--- src/rtl/sparse_pkg.sv ---
// Shared parameters, state encoding, slot record and LFSR step for the sparse index scheduler.
package sparse_pkg;

  localparam int IDX_W     = 8;
  localparam int NUM_IDX   = 16;
  localparam int NUM_DUMMY = 8;
  localparam int LFSR_W    = 16;
  localparam int KEY_W     = IDX_W * NUM_IDX;
  localparam int CNT_W     = $clog2(NUM_IDX + NUM_DUMMY + 1);

  localparam logic [LFSR_W-1:0] SEED      = 16'hACE1;
  // Taps for x^16+x^14+x^13+x^11+1 on a left-shifting Fibonacci register
  localparam logic [LFSR_W-1:0] LFSR_TAPS = 16'hB400;

  typedef enum logic [1:0] {
    IDLE = 2'd0,
    PREP = 2'd1,
    EMIT = 2'd2,
    DONE = 2'd3
  } state_t;

  typedef struct packed {
    logic [IDX_W-1:0] idx;
    logic             dummy;
  } slot_t;

  function automatic logic [LFSR_W-1:0] lfsr_step(input logic [LFSR_W-1:0] s);
    return {s[LFSR_W-2:0], ^(s & LFSR_TAPS)};
  endfunction

endpackage

--- src/rtl/sparse_lfsr.sv ---
// Fibonacci LFSR with step and load enables; also used by the multiplier core's masking.
module sparse_lfsr
  import sparse_pkg::*;
#(
  parameter logic [LFSR_W-1:0] INIT = SEED
) (
  input  logic              clk,
  input  logic              resetn,
  input  logic              step_en,
  input  logic              load_en,
  input  logic [LFSR_W-1:0] load_val,
  output logic [LFSR_W-1:0] state
);

  // A zero load would lock the register, so it is refused here as well.
  always_ff @(posedge clk or negedge resetn) begin
    if (!resetn) begin
      state <= INIT;
    end else if (load_en && (load_val != '0)) begin
      state <= load_val;
    end else if (step_en) begin
      state <= lfsr_step(state);
    end
  end

endmodule

--- src/rtl/sparse_idx_sched.sv ---
// Sparse index scheduler: streams NUM_IDX key indices mixed with LFSR-placed dummy slots.
// Dummy insertion is built only when SPARSE_DUMMY_INSERT_EN is defined.
module sparse_idx_sched
  import sparse_pkg::*;
(
  input  logic              clk,
  input  logic              resetn,
  input  logic              load_i,
  input  logic [KEY_W-1:0]  key_i,
  input  logic [LFSR_W-1:0] seed_i,
  output logic [IDX_W-1:0]  idx_o,
  output logic              dummy_o,
  output logic              valid_o,
  input  logic              ready_i,
  output logic              busy_o,
  output logic              done_o
);

`ifdef SPARSE_DUMMY_INSERT_EN
  localparam int DUMMIES = NUM_DUMMY;
`else
  localparam int DUMMIES = 0;
`endif

  state_t           state;
  logic [KEY_W-1:0] key_sr;
  logic [CNT_W-1:0] real_cnt;
  logic [CNT_W-1:0] dum_cnt;
  logic             accept;
  logic             hs;
  logic             last;
  logic             compute;
  slot_t            slot_nxt;

  // Counters hold the slots not yet issued, so the displayed slot is already deducted.
  assign accept  = (state == IDLE) && load_i;
  assign hs      = valid_o && ready_i;
  assign last    = hs && (real_cnt == '0) && (dum_cnt == '0);
  assign compute = (state == PREP) || (hs && !last);

`ifdef SPARSE_DUMMY_INSERT_EN
  logic [LFSR_W-1:0] lfsr;
  logic [LFSR_W-1:0] lfsr_dec;
  logic              unused_lfsr_hi;

  sparse_lfsr #(.INIT(SEED)) u_lfsr (
    .clk      (clk),
    .resetn   (resetn),
    .step_en  (hs),
    .load_en  (accept && (seed_i != '0)),
    .load_val (seed_i),
    .state    (lfsr)
  );

  // A slot computed on a handshake sees the value the LFSR steps to on that edge.
  assign lfsr_dec       = (state == PREP) ? lfsr : lfsr_step(lfsr);
  assign unused_lfsr_hi = ^lfsr_dec[LFSR_W-1:IDX_W+1];

  always_comb begin
    slot_nxt.dummy = (real_cnt == '0) || ((dum_cnt != '0) && lfsr_dec[0]);
    slot_nxt.idx   = slot_nxt.dummy ? lfsr_dec[IDX_W:1] : key_sr[IDX_W-1:0];
  end
`else
  logic unused_seed;
  assign unused_seed = ^seed_i;

  always_comb begin
    slot_nxt.dummy = 1'b0;
    slot_nxt.idx   = key_sr[IDX_W-1:0];
  end
`endif

  always_ff @(posedge clk or negedge resetn) begin
    if (!resetn) begin
      state    <= IDLE;
      real_cnt <= '0;
      dum_cnt  <= '0;
      idx_o    <= '0;
      dummy_o  <= 1'b0;
      valid_o  <= 1'b0;
      busy_o   <= 1'b0;
      done_o   <= 1'b0;
    end else begin
      case (state)
        IDLE: begin
          done_o <= 1'b0;
          if (load_i) begin
            state    <= PREP;
            real_cnt <= CNT_W'(NUM_IDX);
            dum_cnt  <= CNT_W'(DUMMIES);
            busy_o   <= 1'b1;
          end
        end
        PREP: begin
          state   <= EMIT;
          valid_o <= 1'b1;
        end
        EMIT: begin
          if (last) begin
            state   <= DONE;
            valid_o <= 1'b0;
            busy_o  <= 1'b0;
            done_o  <= 1'b1;
          end
        end
        default: begin
          state  <= IDLE;
          done_o <= 1'b0;
        end
      endcase

      if (compute) begin
        idx_o   <= slot_nxt.idx;
        dummy_o <= slot_nxt.dummy;
        if (slot_nxt.dummy) begin
          dum_cnt <= dum_cnt - 1'b1;
        end else begin
          real_cnt <= real_cnt - 1'b1;
        end
      end
    end
  end

  // Key shift register carries data only and needs no reset.
  always_ff @(posedge clk) begin
    if (accept) begin
      key_sr <= key_i;
    end else if (compute && !slot_nxt.dummy) begin
      key_sr <= key_sr >> IDX_W;
    end
  end

endmodule

--- config.mk ---
export PLATFORM = sky130hd
export DESIGN_NAME = sparse_idx_sched
export DESIGN_NICKNAME = d
export VERILOG_FILES = /design/src/rtl/sparse_pkg.sv /design/src/rtl/sparse_lfsr.sv /design/src/rtl/sparse_idx_sched.sv
export SDC_FILE = /design/constraint.sdc
export NUM_CORES = 1
export LEC_CHECK = 0
export BUFFER_PORTS_ARGS = -buffer_cell sky130_fd_sc_hd__buf_2
export CORE_ASPECT_RATIO = 2
export CORE_MARGIN = 2
export CORE_UTILIZATION = 48
export DETAILED_ROUTE_END_ITERATION = 10
export PLACE_DENSITY = 0.74
export SETUP_SLACK_MARGIN = 0.5
export SKIP_LAST_GASP = 1
export SLEW_MARGIN = 15
export SYNTH_ARGS = -nofsm -noshare
export SYNTH_HDL_FRONTEND = slang
export SYNTH_SLANG_ARGS = --single-unit
--- constraint.sdc ---
create_clock -name clk -period 11.2 [get_ports clk]
set_clock_uncertainty 0.05 [all_clocks]
set_input_delay 1.68 -clock clk [delete_from_list [all_inputs] [get_ports clk]]
set_output_delay 1.68 -clock clk [all_outputs]
set_load 0.05 [all_outputs]
======== After elaboration in Yosys (flattened, before gate mapping) ========
Index checks and enable logic that the tools add are counted.
operators by class
  $mul .................................... 0
  equal/unequal tests ..................... 4
  bitwise logic cells ..................... 1
  mux-type cells .......................... 14
  $add $sub $neg .......................... 1
  divide/modulo/power cells ............... 0
  reduce and logical (&&, ||, !) cells .... 18
  shift operators ......................... 0
  order comparisons ....................... 0
operators by type and width
  kind                                                                    number
  128-bit two-way mux                                                     2
  5-bit two-way mux                                                       3
  2-bit nonzero test                                                      5
  2-bit AND reduction                                                     4
  1-bit case mux with 2 select lines                                      3
  2-bit case mux with 3 select lines                                      1
  5-bit logical NOT                                                       1
  5-bit by 1-bit subtractor with 5-bit output (second input constant)     1
  1-bit logical AND                                                       4
  2-bit two-way mux                                                       2
  2-bit inequality test (second input constant)                           2
  1-bit two-way mux                                                       3
  3-bit AND reduction                                                     1
  2-bit by 1-bit equality test with 1-bit output (second input constant)  1
  2-bit equality test (second input constant)                             1
  2-bit logical NOT                                                       1
  1-bit logical NOT                                                       1
  1-bit logical OR                                                        1
  1-bit NOT                                                               1
word-level totals
  flip-flop bits (word level) ............. 146
  ROM bits ................................ 0
  memories ................................ 0
  latch bits .............................. 0
  input port bits ......................... 148
  RAM bits ................................ 0
  output and inout port bits .............. 12

======== Depth between registers and ports, before layout ========
Gate-level depths: netlist of the first run.
  depth in word-level cells ............... 7
  gate-level depth with buffers ........... 7
  mapped depth without buffers ............ 5

======== Least setup slack after synthesis of the first run ========
No wires, ideal clock.
  kind .................................... in2reg
  start ................................... in load_i
  end ..................................... reg key_sr[0], enable pin
  stages on the path ...................... 4
  buffers on the path ..................... 2
  data arrival time ....................... 4.628 ns
  library setup time ...................... 1.110 ns
  setup slack ............................. 5.412 ns
  cells stage by stage .................... nand2_1 -> clkbuf_1 -> clkbuf_1 -> nand2_1
on the way
  word-level cells in the longest chain between the ends .. 2
ends and longest elaborated chain
  what                                 line                     RTL
  from (decl)                          sparse_idx_sched.sv:8    input logic load_i,
  1-bit logical AND                    sparse_idx_sched.sv:36   assign accept = (state == IDLE) && load_i;
  2-bit nonzero test (no source line)  --
  to (signal assigned)                 sparse_idx_sched.sv:127  key_sr <= key_i;
  to (signal assigned)                 sparse_idx_sched.sv:129  key_sr <= key_sr >> IDX_W;
  to (decl)                            sparse_idx_sched.sv:26   logic [KEY_W-1:0] key_sr;
No other way between the ends.
A chain may end at the register's enable or synchronous reset.

======== Final worst setup path of the first run ========
  start ................................... in load_i
  end ..................................... reg key_sr[14], enable pin
Same word-level chain as after synthesis.

==> impl_metrics.py, run 1 <==
metrics = {
    "yosys": {
        "ys_async_sr_fraction_pct": 12.3,
        "ys_types": 33,
        "synth_edf_count": 128,
        "ys_seq_area_share_pct": 68.4,
        "yosysWarnings": 0,
        "synthFlopType": "edfxtp_1",
        "synth.top_cell.area_share_pct": 61.2,
        "synth.largest_area_cell": "edfxtp_1",
        "ys_ff_latch": 146,
        "syn_area_sq_um": 6280,
        "synth_fp_nets": 508,
        "syn_area_per_cell_sq_um": 17.7,
        "post_synth_main_area_contributors": "edfxtp_1, mux2_2, dfrtp_1, ha_1, mux2_4",
        "netlist_instances": 355,
    },
    "hold_path": {
        "hold_class": "register to register",
    },
    "placed_design": {
        "place_hpwl_um": 7670,
        "placed_cells": 632,
        "dpl_cell_area_sq_um": 7100,
        "dp_worst_setup_slack_ns": 6.50,
        "io_buffers": 142,
        "gp_congestion": 0.723,
    },
    "route": {
        "initialDrtViolationCount": 191,
        "wl_met1_um": 4230,
        "route.met2.wl_um": 6080,
        "highest_layer": "met4",
        "wl_met3_um": 786,
        "ant_nets": 0,
        "wl_per_cell_um": 17.0,
        "vias_per_cell": 5.27,
        "routed_wl_um": 11300,
        "drc": 0,
        "firstDrtPassIters": 4,
        "vias": 3502,
    },
    "timing": {
        "fmax_mhz": 236,
        "drv_slew": 0,
        "layout_min_cycle_time_ns": 4.24,
        "period_share_pct": 37.9,
        "fin_ws_ns": 6.96,
        "rsz0062_at_grt": "no",
        "final.setup.tns_ns": 0,
        "tightest_slew_ns": 1.11,
        "whs_ns": 0.433,
        "slew_headroom_pct": 26.0,
        "hold_viol": 0,
        "setup_viol": 0,
    },
    "worst_setup_path": {
        "cp-startpoint": "load_i",
        "worstSetupStartpointType": "primary input",
        "timing.rr.start": "state[1]",
        "path_depth": 4,
        "max_stage_delay_ns": 0.90,
        "cp_max_fo": 88,
        "crit_path_top_delay_cell": "buf_4",
        "arrival_ns": 4.21,
        "r2r-end": "key_sr[14]",
        "path_common_cell": "nand2_4",
        "worst-path-buf-inv": 2,
        "critPathKind": "primary input to register",
        "reg2reg_setup_slack_ns": 7.32,
        "ff2ff_path_depth": 5,
        "cp-endpoint": "key_sr[14]",
        "cp.required_ns": 11.17,
        "crit_path_end_kind": "register",
        "worstPathCellList": "buf_2 -> nand2_4 -> nand2_4 -> buf_4",
        "crit_family": "buffers and inverters",
    },
    "run": {
        "maxCapViolations": 0,
    },
    "clocking": {
        "cts_tree": "built",
        "post_cts_buffers": 0,
        "clkTransAtPathRegs_ns": 0.06,
        "post_cts_resized": 0,
        "h-tree-depth": 4,
        "cts_made_buffers": 17,
        "holdBufCountCts": 0,
        "cts.sinks": 146,
        "insertion_delay_ns": 0.41,
        "root_buffer": "clkbuf_16",
        "cts_buffer_depth": 2,
    },
    "layout": {
        "drive_above_1_share_pct": 59.6,
        "fin_util_pct": 59.5,
        "final_net_count": 652,
        "syn2layout_area_growth_pct": 22.5,
        "fin_cells": 664,
        "n_antenna_cell": 0,
        "fin_area_sq_um": 7690,
    },
    "floorplan": {
        "dieArea_sq_um": 14100,
        "pin_count": 160,
        "die_h_um": 166,
        "fp.coreArea_sq_um": 12900,
        "start_util_pct": 48.6,
        "die_x_um": 84.9,
        "row_count": 59,
    },
    "power": {
        "ir_drop_uv": 188,
        "power_density_nw_per_um2": 293,
        "power.total_mw": 2.25,
        "p_leak_nw": 3.12,
    },
    "global_route": {
        "grt_pass1_vias": 3850,
        "grt_max_degree": 89,
        "track_usage_pct": 16.3,
        "antenna_found_initial": 0,
        "grt-ovfl-total": 0,
        "grt_pass1_wl_um": 17900,
    },
    "status": {
        "outcome": "finished clean",
    },
}
## cells in the mapped netlist, drive strengths merged (2+ instances only)
| cell | n |
|---|---|
| mux2i | 5 |
| nand2 | 9 |
| edfxtp | 128 |
| ha | 5 |
| inv | 6 |
| a21oi | 3 |
| and3 | 8 |
| xnor2 | 2 |
| nor2b | 2 |
| nor3 | 2 |
| clkbuf | 5 |
| o211ai | 3 |
| mux2 | 128 |
| o21ai | 4 |
| nor3b | 2 |
| dfrtp | 18 |
| buf | 14 |
## placed cells by master (no fill, tap or decap), types with 2 or more instances in the layout
| cell | n |
|---|---|
| xnor2_1 | 2 |
| buf_4 | 2 |
| ha_1 | 5 |
| nand2_4 | 2 |
| inv_6 | 4 |
| nor2b_1 | 2 |
| clkinv_1 | 2 |
| mux2i_1 | 5 |
| dfrtp_1 | 18 |
| nand2_1 | 7 |
| mux2_2 | 124 |
| buf_2 | 142 |
| o21ai_0 | 4 |
| mux2_4 | 4 |
| clkinvlp_4 | 2 |
| inv_1 | 6 |
| clkinv_4 | 4 |
| nor3b_1 | 2 |
| edfxtp_1 | 128 |
| o211ai_1 | 3 |
| and3_1 | 8 |
| nor3_1 | 2 |
| bufinv_16 | 2 |
| a21oi_1 | 3 |
| clkbuf_16 | 17 |
## how the worst min path moves through the flow
stage                          from       end  slack, ns  depth (start not counted)
final                     key_sr[7]  idx_o[7]       0.43                          1
after global routing      key_sr[2]  idx_o[2]       0.45                          1
after CTS                 key_sr[2]  idx_o[2]       0.44                          1
after detailed placement  key_sr[0]  idx_o[0]       0.42                          1
after global placement    key_sr[1]  idx_o[1]       0.41                          1
after floorplan           key_sr[3]  idx_o[3]       0.41                          1
## cell families after synthesis
| family | count (synthesis) | share of synthesized area [%] |
|---|---|---|
| other | 1 | 0.0597 |
| AND/OR/NAND/NOR | 27 | 2.37 |
| adder cells (fa/ha/maj) | 5 | 0.997 |
| XOR/XNOR | 2 | 0.279 |
| flip-flops | 146 | 68.4 |
| AO/OA/AOI/OAI | 16 | 1.87 |
| buffers and inverters | 25 | 2.01 |
| multiplexers | 133 | 24.0 |
## registers in the layout (all words and copies together), names as in the netlist
| signal | cells |
|---|---|
| key_sr | 128 |
| idx_o | 8 |
| real_cnt | 5 |
| state | 2 |
| busy_o | 1 |
| done_o | 1 |
| valid_o | 1 |
## routing by layer
| layer | vias up | track usage [%] |
|---|---|---|
| met5 | - | 0 |
| li1 | 1654 | - |
| met3 | 17 | 5.38 |
| met2 | 128 | 29.3 |
| met1 | 1703 | 17.2 |
| met4 | 0 | 6.63 |
## final cells by class
class | instances | area (sq um)
inverters | 6 | 22.5
flip-flops and latches | 146 | 4290
fillers | 987 | 5230
clock inverters | 15 | 158
clock buffers | 17 | 425
well taps | 152 | 190
multi-input cells | 184 | 1870
repair buffers | 144 | 726
## power by group
part	leakage, nW	internal, mW	switching (mW)	total (mW)
Clock	0.280	0.330	0.224	0.554
Combinational	1.34	0.308	0.321	0.629
Sequential	1.50	0.988	0.0784	1.07
Total	3.12	1.63	0.624	2.25
Power figures use the tool's default switching activity.
==> inputs of run 2 (changes only) <==
clock period = 4.1 ns   (was 11.2 ns; I/O delays follow)
==> run 2 against run 1 <==
Net effect:
- via count down 1.8%
- sequential power rose to 2.7 times the previous value
- combinational power rose to 2.7 times the previous value
- register-to-register slack worse by 6.0 ns
- final cell count down 0.15%
- wire length down 0.16%
- sequential cell count unchanged
- sequential share of layout area down 0.37 points
- global-route usage down 0.078 points
- core utilization up 0.40 points
- clock power rose to 2.9 times the previous value
==> impl_metrics.py, run 2 (same netlist as run 1, synthesis figures left out) <==
metrics = {
    "status": {
        "outcome": "finished clean",
    },
    "clocking": {
        "cts_tree": "built",
        "post_cts_buffers": 0,
        "post_cts_resized": 0,
        "cts_made_buffers": 17,
        "root_buffer": "clkbuf_16",
        "insertion_delay_ns": 0.41,
        "cts.sinks": 146,
        "cts_buffer_depth": 2,
        "h-tree-depth": 4,
        "holdBufCountCts": 0,
        "clkTransAtPathRegs_ns": 0.06,
    },
    "worst_setup_path": {
        "worstPathCellList": "inv_1 -> ha_1 -> or4b_1 -> a31oi_4 -> nand2_8",
        "arrival_ns": 2.68,
        "max_stage_delay_ns": 0.63,
        "critPathKind": "register to register",
        "cp_max_fo": 128,
        "ff2ff_path_depth": 5,
        "worstSetupStartpointType": "register",
        "crit_path_end_kind": "register",
        "crit_path_top_delay_cell": "or4b_1",
        "cp.required_ns": 3.97,
    },
    "floorplan": {
        "row_count": 59,
        "dieArea_sq_um": 14100,
        "start_util_pct": 48.6,
        "fp.coreArea_sq_um": 12900,
        "die_h_um": 166,
        "die_x_um": 84.9,
        "pin_count": 160,
    },
    "hold_path": {
        "hold_class": "primary input to asynchronous set/reset pin",
    },
    "layout": {
        "drive_above_1_share_pct": 59.7,
        "largest_register": "key_sr",
        "reg.largest.list": "key_sr x128, idx_o x8, real_cnt x5",
        "layout_commonest_cell": "buf_2",
        "fin_cells": 663,
        "final_cell_mix": "buf_2, edfxtp_1, mux2_2, dfrtp_1, clkbuf_16",
        "n_antenna_cell": 0,
        "syn2layout_area_growth_pct": 23.3,
        "largest_reg_flops": 128,
        "final_net_count": 652,
    },
    "placed_design": {
        "io_buffers": 142,
        "placed_cells": 632,
        "gp_congestion": 0.709,
        "dp_worst_setup_slack_ns": 1.32,
        "place_hpwl_um": 7490,
    },
    "route": {
        "initialDrtViolationCount": 133,
        "routed_wl_um": 11300,
        "firstDrtPassIters": 4,
        "drc": 0,
        "wl_per_cell_um": 17.0,
        "vias": 3439,
        "vias_per_cell": 5.19,
        "ant_nets": 0,
    },
    "power": {
        "ir_drop_uv": 769,
        "sw_frac_of_total_pct": 26.8,
        "power_density_nw_per_um2": 806,
        "seqPwrFrac_pct": 46.9,
        "p_leak_nw": 3.14,
        "power.internal_mw": 4.57,
        "power.total_mw": 6.24,
        "power_frac_comb_pct": 27.5,
        "switchingPower_mw": 1.67,
        "p_clk_share_pct": 25.5,
    },
    "timing": {
        "final.setup.tns_ns": 0,
        "period_share_pct": 68.6,
        "slew_headroom_pct": 34.4,
        "setup_viol": 0,
        "fin_ws_ns": 1.29,
        "hold_viol": 0,
        "drv_slew": 0,
        "rsz0062_at_grt": "no",
        "fmax_mhz": 355,
        "tightest_slew_ns": 0.984,
        "layout_min_cycle_time_ns": 2.81,
    },
    "global_route": {
        "antenna_found_initial": 1,
        "grt_pass1_vias": 3704,
        "grt_pass1_wl_um": 17600,
        "grt-ovfl-total": 0,
        "grt_max_degree": 129,
        "track_usage_pct": 16.2,
    },
    "run": {
        "maxCapViolations": 0,
    },
}
==> run 2: power groups by stage <==
stage          sequential (mW)  combinational [mW]  clock, mW
5_1_grt                   3.00                1.88       1.69
3_3_place_gp              2.91                1.67          0
2_1_floorplan             3.04                1.24          0
6_report                  2.93                1.72       1.59
4_1_cts                   2.94                1.76       1.63
3_5_place_dp              2.97                1.75          0
==> run 2: through the flow <==
step | instance area, sq um | utilization [%] | hold slack (ns)
after floorplan | 6280 | - | 0.269
after global placement | 7130 | 55.2 | 0.411
after detailed placement | 7130 | 55.2 | 0.419
after CTS | 7740 | 59.9 | 0.113
after global routing | 7740 | 59.9 | 0.134
final | 7740 | 59.9 | 0.116
==> run 2: worst max-delay path, delay by kind of cell (launching register included) <==
family,cells,cell delay (ns)
DFF,1,0.41
adders and majority gates,1,0.21
AOI/OAI and AO/OA,1,0.33
and+or+nand+nor,2,1.12
buffers and inverters,1,0.07
==> run 2: worst paths after layout <==
kind / start / end / slack, ns
setup reg to reg: real_cnt[0] / key_sr[9] / 1.29
setup / recovery: real_cnt[0] / key_sr[9] / 1.29
min in group clk: key_sr[7] / idx_o[7] / 0.43
hold reg to reg: key_sr[7] / idx_o[7] / 0.43
max in group asynchronous: resetn / valid_o / 3.55
hold / removal: resetn / idx_o[3] / 0.12
==> run 2: layout make-up <==
type,count,area (sq um)
Fill cell,982,5180
Sequential cell,146,4290
Multi-Input combinational cell,184,1880
Timing Repair Buffer,144,738
Clock buffer,18,429
Tap cell,152,190
Clock inverter,13,184
Inverter,6,22.5
==> run 2: routing by layer <==
metal	GRT usage, %	up-vias	share of wire, %
met1	17.0	1645	37
met4	5.52	2	1.2
li1	-	1657	-
met5	0	-	0.097
met3	5.33	12	6.5
met2	29.8	123	55
==> inputs of run 3 (changes only) <==
ABC_AREA = 1   (was not set)
PLACE_DENSITY = 0.77   (was 0.74)
clock period = 2.55 ns   (was 4.1 ns; I/O delays follow)
==> run 3 against run 2 <==
Net effect:
- global-route usage grew 3.0 points
- hold slack improved by 0.062 ns
- cell area is 2.9% higher
- clock-buffer cell count down 1
- clock power increased by 61%
- sequential share of layout area shrank 1.6 points
- die area grew 3.4%
- critical path type unchanged
- largest power group unchanged
- synthesized cell count is 81% higher
- register-to-register slack lost 0.67 ns
- maximum frequency grew 46%
==> impl_metrics.py, run 3 <==
metrics = {
    "route": {
        "initialDrtViolationCount": 208,
        "ant_nets": 0,
        "routed_wl_um": 13500,
        "firstDrtPassIters": 4,
        "vias_per_cell": 4.84,
        "drc": 0,
        "vias": 4599,
        "wl_per_cell_um": 14.2,
    },
    "timing": {
        "final.setup.tns_ns": 0,
        "drv_slew": 0,
        "fmax_mhz": 518,
        "fin_ws_ns": 0.621,
        "setup_viol": 0,
        "rsz0062_at_grt": "no",
        "hold_viol": 0,
        "layout_min_cycle_time_ns": 1.93,
        "period_share_pct": 75.6,
    },
    "yosys": {
        "synth.largest_area_cell": "edfxtp_1",
        "ys_ff_latch": 146,
        "ys_types": 26,
        "yosys.area_share.simple_pct": 27.3,
        "synth.top_cell.area_share_pct": 59.2,
        "ys_seq_area_share_pct": 66.1,
        "ys_async_sr_fraction_pct": 12.3,
        "synth_edf_count": 128,
        "muxShareOfSynthArea_pct": 0,
        "post_synth_main_area_contributors": "edfxtp_1, nand2_1, dfrtp_1, nand2_4, buf_2",
        "synth_fp_nets": 796,
        "synthFlopType": "edfxtp_1",
        "synth_top_family_by_area": "simple AND/OR/NAND/NOR gates",
        "syn_area_per_cell_sq_um": 10.1,
        "netlist_instances": 643,
        "synthXorXnorAreaFrac_pct": 0.135,
        "synthAdderAreaFrac_pct": 0.963,
        "ys_top_cells_by_count": "nand2_1, edfxtp_1, inv_1",
        "synth-compound-area-share_pct": 0.963,
        "syn_area_sq_um": 6500,
        "yosysWarnings": 0,
        "synth_most_common_cell": "nand2_1",
    },
    "run": {
        "maxCapViolations": 0,
    },
    "clocking": {
        "cts.sinks": 146,
        "insertion_delay_ns": 0.41,
        "root_buffer": "clkbuf_16",
        "post_cts_buffers": 0,
        "cts_tree": "built",
        "h-tree-depth": 4,
        "cts_buffer_depth": 2,
        "cts_made_buffers": 17,
        "clkTransAtPathRegs_ns": 0.07,
    },
    "placed_design": {
        "dp_worst_setup_slack_ns": 0.610,
        "gp_congestion": 0.772,
        "dpl_cell_area_sq_um": 7340,
        "io_buffers": 142,
        "place_hpwl_um": 9480,
    },
    "layout": {
        "n_antenna_cell": 0,
        "largest_register": "key_sr",
        "final_cell_mix": "nand2_1, buf_2, edfxtp_1, inv_1",
        "layout_commonest_cell": "nand2_1",
        "fin_area_sq_um": 7970,
        "drive_above_1_share_pct": 27.3,
        "fillers": 1151,
        "largest_reg_flops": 128,
        "final_net_count": 936,
        "reg.largest.list": "key_sr x128, idx_o x8, real_cnt x5",
        "syn2layout_area_growth_pct": 22.6,
    },
    "floorplan": {
        "row_count": 60,
        "pin_count": 160,
        "dieArea_sq_um": 14500,
        "start_util_pct": 48.6,
        "fp.coreArea_sq_um": 13400,
        "die_x_um": 86.3,
        "die_h_um": 169,
    },
    "hold_path": {
        "holdCritStartpoint": "key_i[80]",
        "min_to": "key_sr[80]",
        "hold_depth": 3,
        "hold_class": "primary input to register",
    },
    "worst_setup_path": {
        "cp.required_ns": 2.81,
        "r2r-end": "real_cnt[4]",
        "path_common_cell": "nor2_1",
        "arrival_ns": 2.19,
        "max_stage_delay_ns": 0.40,
        "crit_path_end_kind": "register",
        "ff2ff_path_depth": 7,
        "crit_path_top_delay_cell": "dfrtp_1",
        "timing.rr.start": "state[1]",
        "critPathKind": "register to register",
        "reg2reg_setup_slack_ns": 0.62,
        "worstSetupStartpointType": "register",
        "cp_max_fo": 19,
        "worstPathCellList": "inv_1 -> ha_2 -> inv_2 -> nand3_4 -> buf_4 -> nor2_1 -> nor2_1",
    },
    "global_route": {
        "grt_pass1_vias": 4585,
        "grt-ovfl-total": 0,
        "grt_pass1_wl_um": 21300,
        "grt_max_degree": 99,
        "antenna_found_initial": 1,
        "track_usage_pct": 19.2,
    },
    "power": {
        "power.internal_mw": 7.02,
        "ir_drop_uv": 619,
        "p_leak_nw": 3.89,
        "power_frac_comb_pct": 31.7,
        "switchingPower_mw": 3.81,
        "sw_frac_of_total_pct": 35.2,
        "power_density_nw_per_um2": 1360,
        "seqPwrFrac_pct": 44.7,
        "p_clk_share_pct": 23.6,
    },
    "status": {
        "outcome": "finished clean",
    },
}
[run 3: worst max path at each step]
stage	cells after the start	slack, ns	end	from
2_1_floorplan	5	0.02	key_sr[0]	real_cnt[0]
3_3_place_gp	5	0.64	key_sr[44]	state[1]
3_5_place_dp	7	0.61	real_cnt[4]	state[1]
4_1_cts	5	0.60	key_sr[20]	state[1]
5_1_grt	7	0.51	real_cnt[4]	state[1]
6_report	7	0.62	real_cnt[4]	state[1]
[run 3: kinds of logic after synthesis]
family / Yosys count
buffers and inverters: 54
adder cells (fa/ha/maj): 5
flip-flops: 146
XOR/XNOR: 1
AO/OA/AOI/OAI: 10
AND/OR/NAND/NOR: 426
other: 1
[run 3: layout make-up]
cell class                 count  area, sq um  share of cell area, %
clock buffer                  17          425                   5.34
clock inverter                15          185                   2.32
multi-input combinational    443         1930                   24.2
inverter                      24         92.6                   1.16
sequential                   146         4300                   53.9
tap                          155          194                   2.43
timing repair buffer         151          843                   10.6
[run 3: critical path, delay by kind of cell, from the launching register on]
family        cells  cell delay (ns)
buf+inv           3             0.65
fa+ha+maj         1             0.20
simple gates      3             0.51
flops             1             0.40
[run 3: routing by layer]
metal  up-vias  global-route usage (%)  routed length (um)
met2       164                    34.2                7270
met3        22                    4.73                 787
met4         2                    9.04                 351
met5         -                       0                  11
li1       2334                       -                   -
met1      2077                    21.1                5050
[run 3: metrics by stage]
step                hold WS [ns]  power (mW)  std cells  util (%)
detailed placement         0.290        8.39        918      55.0
global placement           0.290        8.25        918      55.0
floorplan                 0.0369        7.46        643         -
finish                     0.178        10.8        951      59.6
global route               0.167        11.6        951      59.6
CTS                        0.163        11.0        951      59.6
[run 3: what timing repair did]
| action | CTS | global route |
|---|---|---|
| resized for setup | 0 | 1 |
| endpoints found under the setup margin | 0 | 1 |
| hold endpoints to repair | 18 | 0 |
| hold buffers | 1 | 0 |
[run 3: power by group through the flow]
stage                     clock network (mW)  registers, mW  logic, mW
after floorplan                            0           5.10       2.36
after global placement                     0           4.86       3.39
after detailed placement                   0           4.89       3.50
after CTS                               2.62           4.86       3.51
after global routing                    2.71           4.97       3.92
final                                   2.56           4.85       3.44
